### config.mk
export PLATFORM = sky130hd
export DESIGN_NAME = binary_clock_top
export DESIGN_NICKNAME = d
export VERILOG_FILES = /design/src/rtl/binary_clock_top.sv
export SDC_FILE = /design/constraint.sdc
export NUM_CORES = 1
export LEC_CHECK = 0
export BUFFER_PORTS_ARGS = -buffer_cell sky130_fd_sc_hd__buf_2
export CAP_MARGIN = 20
export CORE_MARGIN = 10
export CORE_UTILIZATION = 35
export DETAILED_ROUTE_END_ITERATION = 8
export HOLD_SLACK_MARGIN = 0.06
export PLACE_DENSITY_LB_ADDON = 0.05
export RECOVER_POWER = 25
export SYNTH_ARGS = -nofsm -noshare
export SYNTH_HDL_FRONTEND = slang
export SYNTH_SLANG_ARGS = --single-unit
### constraint.sdc
create_clock -name clk -period 6.7 [get_ports clk]
set_clock_uncertainty 0.1 [all_clocks]
set_input_delay 0.67 -clock clk [delete_from_list [all_inputs] [get_ports clk]]
set_output_delay 0.67 -clock clk [all_outputs]
set_load 0.01 [all_outputs]
### src/rtl/binary_clock_top.sv
// Binary clock top: prescaler, BCD HH:MM counter and a WS2812 4x4 matrix serializer.
// Optional macro TWELVE_HOUR_EN switches the hour counter to 12-hour style (01..12).
module binary_clock_top #(
    parameter int          CLK_HZ      = 12000000,
    parameter int          SEC_PER_MIN = 60,
    parameter int          T0H_CYC     = 4,
    parameter int          T1H_CYC     = 8,
    parameter int          TBIT_CYC    = 15,
    parameter int          TRST_CYC    = 600,
    parameter logic [23:0] ON_COLOR    = 24'h001000
) (
    input  logic clk,
    input  logic rst,
    output logic led1,
    output logic led2,
    output logic led3,
    output logic led4,
    output logic ws_data
);

    localparam int PW = $clog2(CLK_HZ + 1);
    localparam int SW = $clog2(SEC_PER_MIN + 1);
    localparam int GW = $clog2(TRST_CYC + 1);
    localparam int BW = $clog2(TBIT_CYC + 1);

`ifdef TWELVE_HOUR_EN
    localparam logic [3:0] H1_RST = 4'd1;
    localparam logic [3:0] H0_RST = 4'd2;
`else
    localparam logic [3:0] H1_RST = 4'd0;
    localparam logic [3:0] H0_RST = 4'd0;
`endif

    typedef enum logic {IDLE_GAP, SEND} ser_state_t;

    logic [PW-1:0] presc_reg;
    logic [SW-1:0] sec_reg;
    logic [3:0]    h1_reg, h0_reg, m1_reg, m0_reg;
    logic          sec_tick, min_tick;

    always_comb begin
        sec_tick = (presc_reg == PW'(CLK_HZ - 1));
        min_tick = sec_tick && (sec_reg == SW'(SEC_PER_MIN - 1));
    end

    always_ff @(posedge clk) begin
        if (rst) begin
            presc_reg <= '0;
            sec_reg   <= '0;
        end else begin
            presc_reg <= sec_tick ? '0 : presc_reg + 1'b1;
            if (sec_tick)
                sec_reg <= min_tick ? '0 : sec_reg + 1'b1;
        end
    end

    always_ff @(posedge clk) begin
        if (rst) begin
            h1_reg <= H1_RST;
            h0_reg <= H0_RST;
            m1_reg <= 4'd0;
            m0_reg <= 4'd0;
        end else if (min_tick) begin
            if (m0_reg == 4'd9) begin
                m0_reg <= 4'd0;
                if (m1_reg == 4'd5) begin
                    m1_reg <= 4'd0;
`ifdef TWELVE_HOUR_EN
                    if (h1_reg == 4'd1 && h0_reg == 4'd2) begin
                        h1_reg <= 4'd0;
                        h0_reg <= 4'd1;
                    end else
`else
                    if (h1_reg == 4'd2 && h0_reg == 4'd3) begin
                        h1_reg <= 4'd0;
                        h0_reg <= 4'd0;
                    end else
`endif
                    if (h0_reg == 4'd9) begin
                        h1_reg <= h1_reg + 4'd1;
                        h0_reg <= 4'd0;
                    end else begin
                        h0_reg <= h0_reg + 4'd1;
                    end
                end else begin
                    m1_reg <= m1_reg + 4'd1;
                end
            end else begin
                m0_reg <= m0_reg + 4'd1;
            end
        end
    end

    always_ff @(posedge clk) begin
        if (rst) begin
            led1 <= H1_RST[0];
            led2 <= H0_RST[0];
            led3 <= 1'b0;
            led4 <= 1'b0;
        end else begin
            led1 <= h1_reg[0];
            led2 <= h0_reg[0];
            led3 <= m1_reg[0];
            led4 <= m0_reg[0];
        end
    end

    // Pixel p = col*4 + row: column gi holds digit gi (h1, h0, m1, m0), row = digit bit.
    logic [3:0]  digit [4];
    logic [15:0] pix_mask;

    always_comb begin
        digit[0] = h1_reg;
        digit[1] = h0_reg;
        digit[2] = m1_reg;
        digit[3] = m0_reg;
    end

    generate
        for (genvar gi = 0; gi < 4; gi++) begin : g_col
            assign pix_mask[gi*4 +: 4] = digit[gi];
        end
    endgenerate

    ser_state_t    state_reg;
    logic [GW-1:0] gap_reg;
    logic [BW-1:0] bit_cyc_reg;
    logic [3:0]    pix_idx_reg;
    logic [4:0]    sub_idx_reg;
    logic [15:0]   frame_reg;
    logic          cur_bit;
    logic [BW-1:0] high_len;

    always_comb begin
        cur_bit  = frame_reg[pix_idx_reg] & ON_COLOR[5'd23 - sub_idx_reg];
        high_len = cur_bit ? BW'(T1H_CYC) : BW'(T0H_CYC);
    end

    always_ff @(posedge clk) begin
        if (rst) begin
            state_reg   <= IDLE_GAP;
            gap_reg     <= '0;
            bit_cyc_reg <= '0;
            pix_idx_reg <= 4'd0;
            sub_idx_reg <= 5'd0;
            frame_reg   <= 16'd0;
            ws_data     <= 1'b0;
        end else begin
            case (state_reg)
                IDLE_GAP: begin
                    ws_data <= 1'b0;
                    if (gap_reg == GW'(TRST_CYC - 1)) begin
                        gap_reg     <= '0;
                        frame_reg   <= pix_mask;
                        bit_cyc_reg <= '0;
                        pix_idx_reg <= 4'd0;
                        sub_idx_reg <= 5'd0;
                        state_reg   <= SEND;
                    end else begin
                        gap_reg <= gap_reg + 1'b1;
                    end
                end
                SEND: begin
                    ws_data <= (bit_cyc_reg < high_len);
                    if (bit_cyc_reg == BW'(TBIT_CYC - 1)) begin
                        bit_cyc_reg <= '0;
                        if (sub_idx_reg == 5'd23) begin
                            sub_idx_reg <= 5'd0;
                            if (pix_idx_reg == 4'd15) begin
                                pix_idx_reg <= 4'd0;
                                state_reg   <= IDLE_GAP;
                            end else begin
                                pix_idx_reg <= pix_idx_reg + 4'd1;
                            end
                        end else begin
                            sub_idx_reg <= sub_idx_reg + 5'd1;
                        end
                    end else begin
                        bit_cyc_reg <= bit_cyc_reg + 1'b1;
                    end
                end
                default: state_reg <= IDLE_GAP;
            endcase
        end
    end

endmodule

==> metrics.txt, run 1 <==
# TYPE chip_impl_metric gauge
chip_impl_info{name="status",value="complete, but fails checks"} 1
chip_impl_info{name="failed_checks",value="max-capacitance violations, max-slew violations"} 1
chip_impl_metric{name="synth_simple_gate_area_share",unit=""} 0.279
chip_impl_metric{name="clock_tree.buffer_depth",unit=""} 2
chip_impl_metric{name="post_route_cells_drive_above_1_share",unit=""} 0.0561
chip_impl_metric{name="achievable-frequency",unit="MHz"} 238
chip_impl_metric{name="worst_slew_pin_slew",unit="ns"} 2.41
chip_impl_metric{name="peakVddDrop",unit="mV"} 0.119
chip_impl_metric{name="largest_register_ffs",unit=""} 24
chip_impl_metric{name="timing.final.ws_setup",unit="ns"} 2.51
chip_impl_info{name="leading_cell_types_in_the_layout_fill_and_taps_excluded",value="sky130_fd_sc_hd__dfxtp_1 (91), sky130_fd_sc_hd__nor2_1 (62), sky130_fd_sc_hd__nand2_1 (57)"} 1
chip_impl_info{name="critPathKind",value="in -> reg"} 1
chip_impl_metric{name="period_minus_slack",unit="ns"} 4.19
chip_impl_metric{name="synth-edff-count",unit=""} 0
chip_impl_metric{name="number_of_port_buffers",unit=""} 6
chip_impl_info{name="cts-root-buf",value="sky130_fd_sc_hd__clkbuf_16"} 1
chip_impl_info{name="topmost_layer_with_routed_signal_wires",value="met4"} 1
chip_impl_metric{name="clock_latency",unit="ns"} 0.35
chip_impl_metric{name="p_seq_frac",unit=""} 0.518
chip_impl_metric{name="synth_area_per_cell",unit="um2"} 8.76
chip_impl_metric{name="worstRegToRegCells",unit=""} 6
chip_impl_metric{name="die_x",unit="um"} 129
chip_impl_metric{name="synth.area.mux_share",unit=""} 0.0352
chip_impl_info{name="most_common_cell_after_layout_fill_and_taps_aside",value="sky130_fd_sc_hd__dfxtp_1"} 1
chip_impl_metric{name="die_area",unit="um2"} 16600
chip_impl_metric{name="antenna_found_initial",unit=""} 0
chip_impl_metric{name="clk_pin_slew_worst_paths",unit="ns"} 0.06
chip_impl_metric{name="drt-pass1-iter-count",unit=""} 4
chip_impl_metric{name="all_layer_gr_usage",unit=""} 0.110
chip_impl_metric{name="die_height",unit="um"} 129
chip_impl_metric{name="combinationalPowerShare",unit=""} 0.019
chip_impl_metric{name="route.antenna.remaining_nets",unit=""} 0
chip_impl_metric{name="timing.final.hold_violations",unit=""} 0
chip_impl_metric{name="floorplan.initialDensity",unit=""} 0.361
chip_impl_metric{name="slew-limit-headroom",unit=""} -0.608
chip_impl_metric{name="routed_via_density",unit=""} 5.19
chip_impl_metric{name="detail_route.wl_per_cell",unit="um"} 14.1
chip_impl_metric{name="via_count_of_the_first_global_routing_pass",unit=""} 3037
chip_impl_metric{name="ctsResizeCount",unit=""} 0
chip_impl_metric{name="netSwitchingFraction",unit=""} 0.222
chip_impl_metric{name="routedLengthMet1",unit="um"} 4580
chip_impl_metric{name="core_area",unit="um2"} 11500
chip_impl_metric{name="power.density_cell_area",unit="nW/um2"} 231
chip_impl_info{name="holdCritPathClass",value="reg -> reg"} 1
chip_impl_metric{name="fin_tns_setup",unit="ns"} 0
chip_impl_metric{name="clkSinkCount",unit=""} 91
chip_impl_metric{name="num_vias",unit=""} 3240
chip_impl_metric{name="global_route.overflow_total",unit=""} 0
chip_impl_metric{name="synthDominantCellAreaShare",unit=""} 0.438
chip_impl_metric{name="max-cap-violations",unit=""} 1
chip_impl_metric{name="final_max_slew_viol_count",unit=""} 53
chip_impl_metric{name="postCtsSetupRepairBufs",unit=""} 0
chip_impl_info{name="synth_top_family_by_area",value="simple AND/OR/NAND/NOR gates"} 1
chip_impl_info{name="synth_largest_area_cell",value="sky130_fd_sc_hd__dfxtp_1"} 1
chip_impl_metric{name="dp_slack",unit="ns"} 3.95
chip_impl_metric{name="h-tree-depth",unit=""} 3
chip_impl_info{name="start_kind",value="primary input"} 1
chip_impl_metric{name="worst_ep_arrival_time",unit="ns"} 4.29
chip_impl_metric{name="antenna_cells_inserted",unit=""} 0
chip_impl_metric{name="async_flop_share",unit=""} 0
chip_impl_metric{name="synth_area",unit="um2"} 4160
chip_impl_metric{name="power.share.clock",unit=""} 0.463
chip_impl_metric{name="leakage",unit="uW"} 0.00157
chip_impl_info{name="unrepaired_setup_endpoints_after_global_routing",value="false"} 1
chip_impl_metric{name="worst-path-max-fanout",unit=""} 52
chip_impl_metric{name="design.final.nets",unit=""} 492
chip_impl_metric{name="pin_count_of_the_biggest_net_entering_global_routing",unit=""} 53
chip_impl_metric{name="synth_unique_cells",unit=""} 57
chip_impl_info{name="tritoncts",value="built"} 1
chip_impl_metric{name="synth_fp_nets",unit=""} 491
chip_impl_metric{name="place_congestion",unit=""} 0.735
chip_impl_metric{name="synth-compound-area-share",unit=""} 0.0995
chip_impl_metric{name="io-pin-count",unit=""} 7
chip_impl_metric{name="dpl-instance-area",unit="um2"} 4310
chip_impl_metric{name="synth_adder_area_share",unit=""} 0.0421
chip_impl_metric{name="period_share",unit=""} 0.626
chip_impl_metric{name="cts_hold_buffers",unit=""} 0
chip_impl_metric{name="wl_met2",unit="um"} 3840
chip_impl_metric{name="synth_xor_xnor_area_share",unit=""} 0.0758
chip_impl_metric{name="synth-seq-cells",unit=""} 91
chip_impl_info{name="postSynth.topFlopCell",value="sky130_fd_sc_hd__dfxtp_1"} 1
chip_impl_metric{name="power.net_switching",unit="uW"} 235
chip_impl_metric{name="synth-seq-area-share",unit=""} 0.438
chip_impl_metric{name="place.detailed.hpwl",unit="um"} 6000
chip_impl_metric{name="postLayoutCellArea",unit="um2"} 4590
chip_impl_metric{name="cts_buffers",unit=""} 9
chip_impl_metric{name="synth_cells",unit=""} 475
chip_impl_metric{name="routed_wl",unit="um"} 8800
chip_impl_metric{name="internal-power",unit="uW"} 823
chip_impl_metric{name="post-route-drc-count",unit=""} 0
chip_impl_metric{name="ys_warn_count",unit=""} 0
chip_impl_metric{name="critPathRequiredTime",unit="ns"} 6.80
chip_impl_info{name="setup.worst_path.end_class",value="flip-flop"} 1
chip_impl_metric{name="first_iter_violations",unit=""} 141
chip_impl_metric{name="finalSetupViolations",unit=""} 0
chip_impl_metric{name="placement_rows",unit=""} 39
chip_impl_info{name="synth_top_area_cells",value="sky130_fd_sc_hd__dfxtp_1 (44%), sky130_fd_sc_hd__nor2_1 (5.6%), sky130_fd_sc_hd__nand2_1 (5.1%), sky130_fd_sc_hd__ha_1 (4.2%), sky130_fd_sc_hd__xor2_1 (4.0%)"} 1
chip_impl_metric{name="hold_depth",unit=""} 1
chip_impl_metric{name="met3_wirelength",unit="um"} 179
chip_impl_metric{name="syn2layout_area_growth",unit="%"} 10.3
chip_impl_metric{name="wire_length_of_the_first_global_routing_pass",unit="um"} 14800
critical path: stages:
cell and delay (ns):
sky130_fd_sc_hd__buf_2 0.07, sky130_fd_sc_hd__clkbuf_1 1.70, sky130_fd_sc_hd__clkinv_1 0.89, sky130_fd_sc_hd__nand2_1 0.82, sky130_fd_sc_hd__nor2_1 0.11
cells by family after synthesis:
group                      count (synthesis)
xor gates and xnor gates                  36
buffers and inverters                     31
muxes                                     12
DFF                                       91
AOI/OAI and AO/OA                         66
and+or+nand+nor                          225
adders and majority gates                 14
power groups by stage:
| stage | logic [uW] | clock network, uW | registers (uW) |
|---|---|---|---|
| 2_1_floorplan | 15.1 | 0 | 559 |
| 3_3_place_gp | 20.1 | 0 | 560 |
| 3_5_place_dp | 20.6 | 0 | 560 |
| 4_1_cts | 20.6 | 508 | 548 |
| 5_1_grt | 23.0 | 528 | 548 |
| 6_report | 20.1 | 489 | 548 |
final timing paths:
kind,startpoint,to,slack (ns)
min reg2reg,presc_reg[0],presc_reg[0],0.34
max reg2reg,presc_reg[0],m1_reg[2],4.06
max,rst,presc_reg[5],2.51
min,presc_reg[0],presc_reg[0],0.34
cell usage after synthesis, types with 4 or more instances:
master,count
sky130_fd_sc_hd__nor2b_1,10
sky130_fd_sc_hd__nor3_1,12
sky130_fd_sc_hd__xor2_1,19
sky130_fd_sc_hd__and3_1,8
sky130_fd_sc_hd__mux2i_1,9
sky130_fd_sc_hd__ha_1,14
sky130_fd_sc_hd__o21ai_0,8
sky130_fd_sc_hd__o22a_1,4
sky130_fd_sc_hd__nand3_1,26
sky130_fd_sc_hd__clkbuf_1,15
sky130_fd_sc_hd__nand4_1,8
sky130_fd_sc_hd__nor2_1,62
sky130_fd_sc_hd__nor4_1,7
sky130_fd_sc_hd__a21oi_1,31
sky130_fd_sc_hd__xnor2_1,17
sky130_fd_sc_hd__nand2_1,57
sky130_fd_sc_hd__dfxtp_1,91
sky130_fd_sc_hd__inv_1,12
layout make-up:
| type | instances | area, um2 |
|---|---|---|
| repair buffers | 8 | 35.0 |
| inverters | 13 | 48.8 |
| well taps | 143 | 179 |
| clock buffers | 11 | 253 |
| clock inverters | 5 | 36.3 |
| multi-input cells | 353 | 2210 |
| fillers | 1197 | 6930 |
| flip-flops and latches | 91 | 1820 |
routing by layer:
layer | vias up | track usage
met1 | 1537 | 0.143
li1 | 1668 | -
met3 | 13 | 0.0249
met2 | 22 | 0.166
met4 | 0 | 0.0629
met5 | - | 0
stage by stage:
step	utilization	hold WS, ns	total power [uW]	cells
global placement	0.374	0.327	580	608
global route	0.398	0.376	1100	624
floorplan	-	0.318	575	475
finish	0.398	0.344	1060	624
CTS	0.399	0.350	1080	624
detailed placement	0.374	0.336	581	608
Power figures use the tool's default switching activity.
==> inputs of run 2 (changes only) <==
Clock period 6.7 ns to 3.5 ns, I/O delays scaled along.
==> run 2 against run 1 <==
Count of clock-buffer cells in the layout unchanged. Sequential share of layout area down 0.64 points. Power up 110%. Worst hold slack better by 0.0018 ns. Highest routed layer unchanged. Flip-flop and latch count unchanged. Non-clock buffer count up 1. Final cell count up 0.16%. The run now ends clean. Sequential power up 92%.
==> metrics.txt, run 2 (synthesized netlist as in run 1, its figures left out) <==
# TYPE chip_impl_metric gauge
chip_impl_metric{name="power.density_cell_area",unit="nW/um2"} 485
chip_impl_metric{name="worstRegToRegCells",unit=""} 6
chip_impl_info{name="critical_path.startpoint",value="presc_reg[0]"} 1
chip_impl_metric{name="h-tree-depth",unit=""} 3
chip_impl_info{name="worstReg2RegStart",value="presc_reg[0]"} 1
chip_impl_metric{name="slew-limit-headroom",unit=""} 0.165
chip_impl_metric{name="cts_buffers",unit=""} 9
chip_impl_metric{name="first_iter_violations",unit=""} 144
chip_impl_info{name="most_common_cell_after_layout_fill_and_taps_aside",value="sky130_fd_sc_hd__dfxtp_1"} 1
chip_impl_metric{name="netSwitchingFraction",unit=""} 0.194
chip_impl_metric{name="ctsResizeCount",unit=""} 0
chip_impl_info{name="holdCritPathClass",value="reg -> reg"} 1
chip_impl_info{name="leading_cell_types_in_the_layout_fill_and_taps_excluded",value="sky130_fd_sc_hd__dfxtp_1 (91), sky130_fd_sc_hd__nor2_1 (62), sky130_fd_sc_hd__nand2_1 (57)"} 1
chip_impl_metric{name="period_minus_slack",unit="ns"} 2.62
chip_impl_metric{name="critPathRequiredTime",unit="ns"} 3.61
chip_impl_metric{name="io-pin-count",unit=""} 7
chip_impl_metric{name="largest_register_ffs",unit=""} 24
chip_impl_metric{name="period_share",unit=""} 0.748
chip_impl_metric{name="syn2layout_area_growth",unit="%"} 12.1
chip_impl_metric{name="clock_tree.buffer_depth",unit=""} 2
chip_impl_metric{name="hold_depth",unit=""} 1
chip_impl_metric{name="antenna_found_initial",unit=""} 0
chip_impl_metric{name="power.share.clock",unit=""} 0.519
chip_impl_metric{name="place.detailed.hpwl",unit="um"} 5820
chip_impl_metric{name="place_congestion",unit=""} 0.729
chip_impl_metric{name="routed_via_density",unit=""} 5.08
chip_impl_metric{name="via_count_of_the_first_global_routing_pass",unit=""} 2932
chip_impl_metric{name="slowest_delay",unit="ns"} 0.62
chip_impl_info{name="critPathKind",value="reg -> reg"} 1
chip_impl_metric{name="power.net_switching",unit="uW"} 438
chip_impl_metric{name="holdWs",unit="ns"} 0.346
chip_impl_metric{name="clkSinkCount",unit=""} 91
chip_impl_info{name="crit_chain",value="ha_1 > nand3_1 > or4_4 > or2_2 > nand2_1 > nor2_1"} 1
chip_impl_metric{name="combinationalPowerShare",unit=""} 0.017
chip_impl_metric{name="max-cap-violations",unit=""} 0
chip_impl_metric{name="final_max_slew_viol_count",unit=""} 0
chip_impl_metric{name="post-route-drc-count",unit=""} 0
chip_impl_metric{name="num-fill-cells",unit=""} 1180
chip_impl_metric{name="cts_hold_buffers",unit=""} 0
chip_impl_metric{name="achievable-frequency",unit="MHz"} 382
chip_impl_metric{name="die_height",unit="um"} 129
chip_impl_metric{name="final_cell_count_no_fill",unit=""} 625
chip_impl_metric{name="wire_length_of_the_first_global_routing_pass",unit="um"} 14600
chip_impl_metric{name="leakage",unit="uW"} 0.00161
chip_impl_metric{name="clk_pin_slew_worst_paths",unit="ns"} 0.06
chip_impl_metric{name="postCtsSetupRepairBufs",unit=""} 0
chip_impl_metric{name="worst_slew_pin_slew",unit="ns"} 1.25
chip_impl_metric{name="fin_tns_setup",unit="ns"} 0
chip_impl_metric{name="core_area",unit="um2"} 11500
chip_impl_metric{name="peakVddDrop",unit="mV"} 0.222
chip_impl_metric{name="detail_route.wl_per_cell",unit="um"} 13.7
chip_impl_metric{name="p_seq_frac",unit=""} 0.464
chip_impl_metric{name="post_route_cells_drive_above_1_share",unit=""} 0.0519
chip_impl_metric{name="number_of_port_buffers",unit=""} 6
chip_impl_metric{name="drt-pass1-iter-count",unit=""} 4
chip_impl_info{name="start_kind",value="flip-flop"} 1
chip_impl_metric{name="antenna_cells_inserted",unit=""} 0
chip_impl_metric{name="num_vias",unit=""} 3172
chip_impl_metric{name="reg2reg_slack",unit="ns"} 0.88
chip_impl_metric{name="worst_ep_arrival_time",unit="ns"} 2.73
chip_impl_metric{name="worst-path-max-fanout",unit=""} 22
chip_impl_info{name="worstReg2RegEnd",value="presc_reg[17]"} 1
chip_impl_info{name="cts-root-buf",value="sky130_fd_sc_hd__clkbuf_16"} 1
chip_impl_info{name="unrepaired_setup_endpoints_after_global_routing",value="false"} 1
chip_impl_metric{name="finalSetupViolations",unit=""} 0
chip_impl_metric{name="timing.final.hold_violations",unit=""} 0
chip_impl_metric{name="all_layer_gr_usage",unit=""} 0.108
chip_impl_metric{name="route.antenna.remaining_nets",unit=""} 0
chip_impl_info{name="hold_path_end",value="presc_reg[0]"} 1
chip_impl_metric{name="dpl.cell_count",unit=""} 609
chip_impl_info{name="setup.worst_path.end_class",value="flip-flop"} 1
chip_impl_metric{name="floorplan.initialDensity",unit=""} 0.361
chip_impl_metric{name="global_route.overflow_total",unit=""} 0
chip_impl_info{name="status",value="finished, final reports clean"} 1
chip_impl_info{name="critPathSlowestCell",value="sky130_fd_sc_hd__or4_4"} 1
chip_impl_metric{name="routed_wl",unit="um"} 8560
chip_impl_metric{name="die_area",unit="um2"} 16600
chip_impl_metric{name="clock_latency",unit="ns"} 0.35
chip_impl_metric{name="die_x",unit="um"} 129
chip_impl_info{name="tritoncts",value="built"} 1
chip_impl_info{name="hold_path_startpoint",value="presc_reg[0]"} 1
chip_impl_metric{name="design.final.nets",unit=""} 493
chip_impl_metric{name="placement_rows",unit=""} 39
chip_impl_metric{name="pin_count_of_the_biggest_net_entering_global_routing",unit=""} 29
chip_impl_metric{name="internal-power",unit="uW"} 1820
==> run 2: changes by cell type in the layout (fill, tap and decap cells not counted) <==
cell                         change
sky130_fd_sc_hd__clkbuf_8        -2
sky130_fd_sc_hd__clkinvlp_4      -3
sky130_fd_sc_hd__clkbuf_1        +3
sky130_fd_sc_hd__bufinv_16       +4
sky130_fd_sc_hd__buf_2           -1
sky130_fd_sc_hd__inv_6           -1
sky130_fd_sc_hd__buf_4           +1
==> run 2: area by class of cell <==
cell class / count / area, um2 / area share
flip-flops and latches: 91 / 1820 / 0.391
inverters: 13 / 48.8 / 0.0105
multi-input cells: 353 / 2210 / 0.475
well taps: 143 / 179 / 0.0384
clock inverters: 5 / 125 / 0.0268
clock buffers: 11 / 233 / 0.0499
repair buffers: 9 / 41.3 / 0.00886
==> run 2: stage by stage <==
step | setup WS (ns) | area (um2) | total power [uW] | util
2_1_floorplan | 1.05 | 4160 | 1100 | -
3_3_place_gp | 0.878 | 4320 | 1110 | 0.375
3_5_place_dp | 0.845 | 4320 | 1110 | 0.375
4_1_cts | 0.844 | 4670 | 2300 | 0.406
5_1_grt | 0.600 | 4660 | 2350 | 0.405
6_report | 0.883 | 4660 | 2260 | 0.405
==> run 2: worst max-delay path: cells and delay by family (launching register included) <==
kind                       cells  cell delay, ns
DFF                            1            0.35
adders and majority gates      1            0.23
and+or+nand+nor                5            1.79
==> run 2: metal layers <==
metal  track usage  part of all wire
met1         0.149              0.53
met3        0.0310             0.032
met4        0.0462             0.015
met2         0.155              0.42
met5             0                 0
==> run 2: worst max path at each step <==
| stage | end | slack, ns | depth (start not counted) |
|---|---|---|---|
| 6_report | presc_reg[17] | 0.88 | 6 |
| 5_1_grt | m1_reg[2] | 0.60 | 6 |
| 4_1_cts | presc_reg[23] | 0.84 | 6 |
| 3_5_place_dp | presc_reg[5] | 0.85 | 6 |
| 3_3_place_gp | presc_reg[7] | 0.88 | 6 |
| 2_1_floorplan | m0_reg[1] | 1.05 | 8 |
==> run 2: power groups by stage <==
stage | sequential, uW | clock, uW | combinational, uW
after floorplan | 1070 | 0 | 28.9
after global placement | 1070 | 0 | 40.1
after detailed placement | 1070 | 0 | 40.1
after CTS | 1050 | 1210 | 40.6
after global routing | 1050 | 1260 | 45.6
final | 1050 | 1170 | 38.7
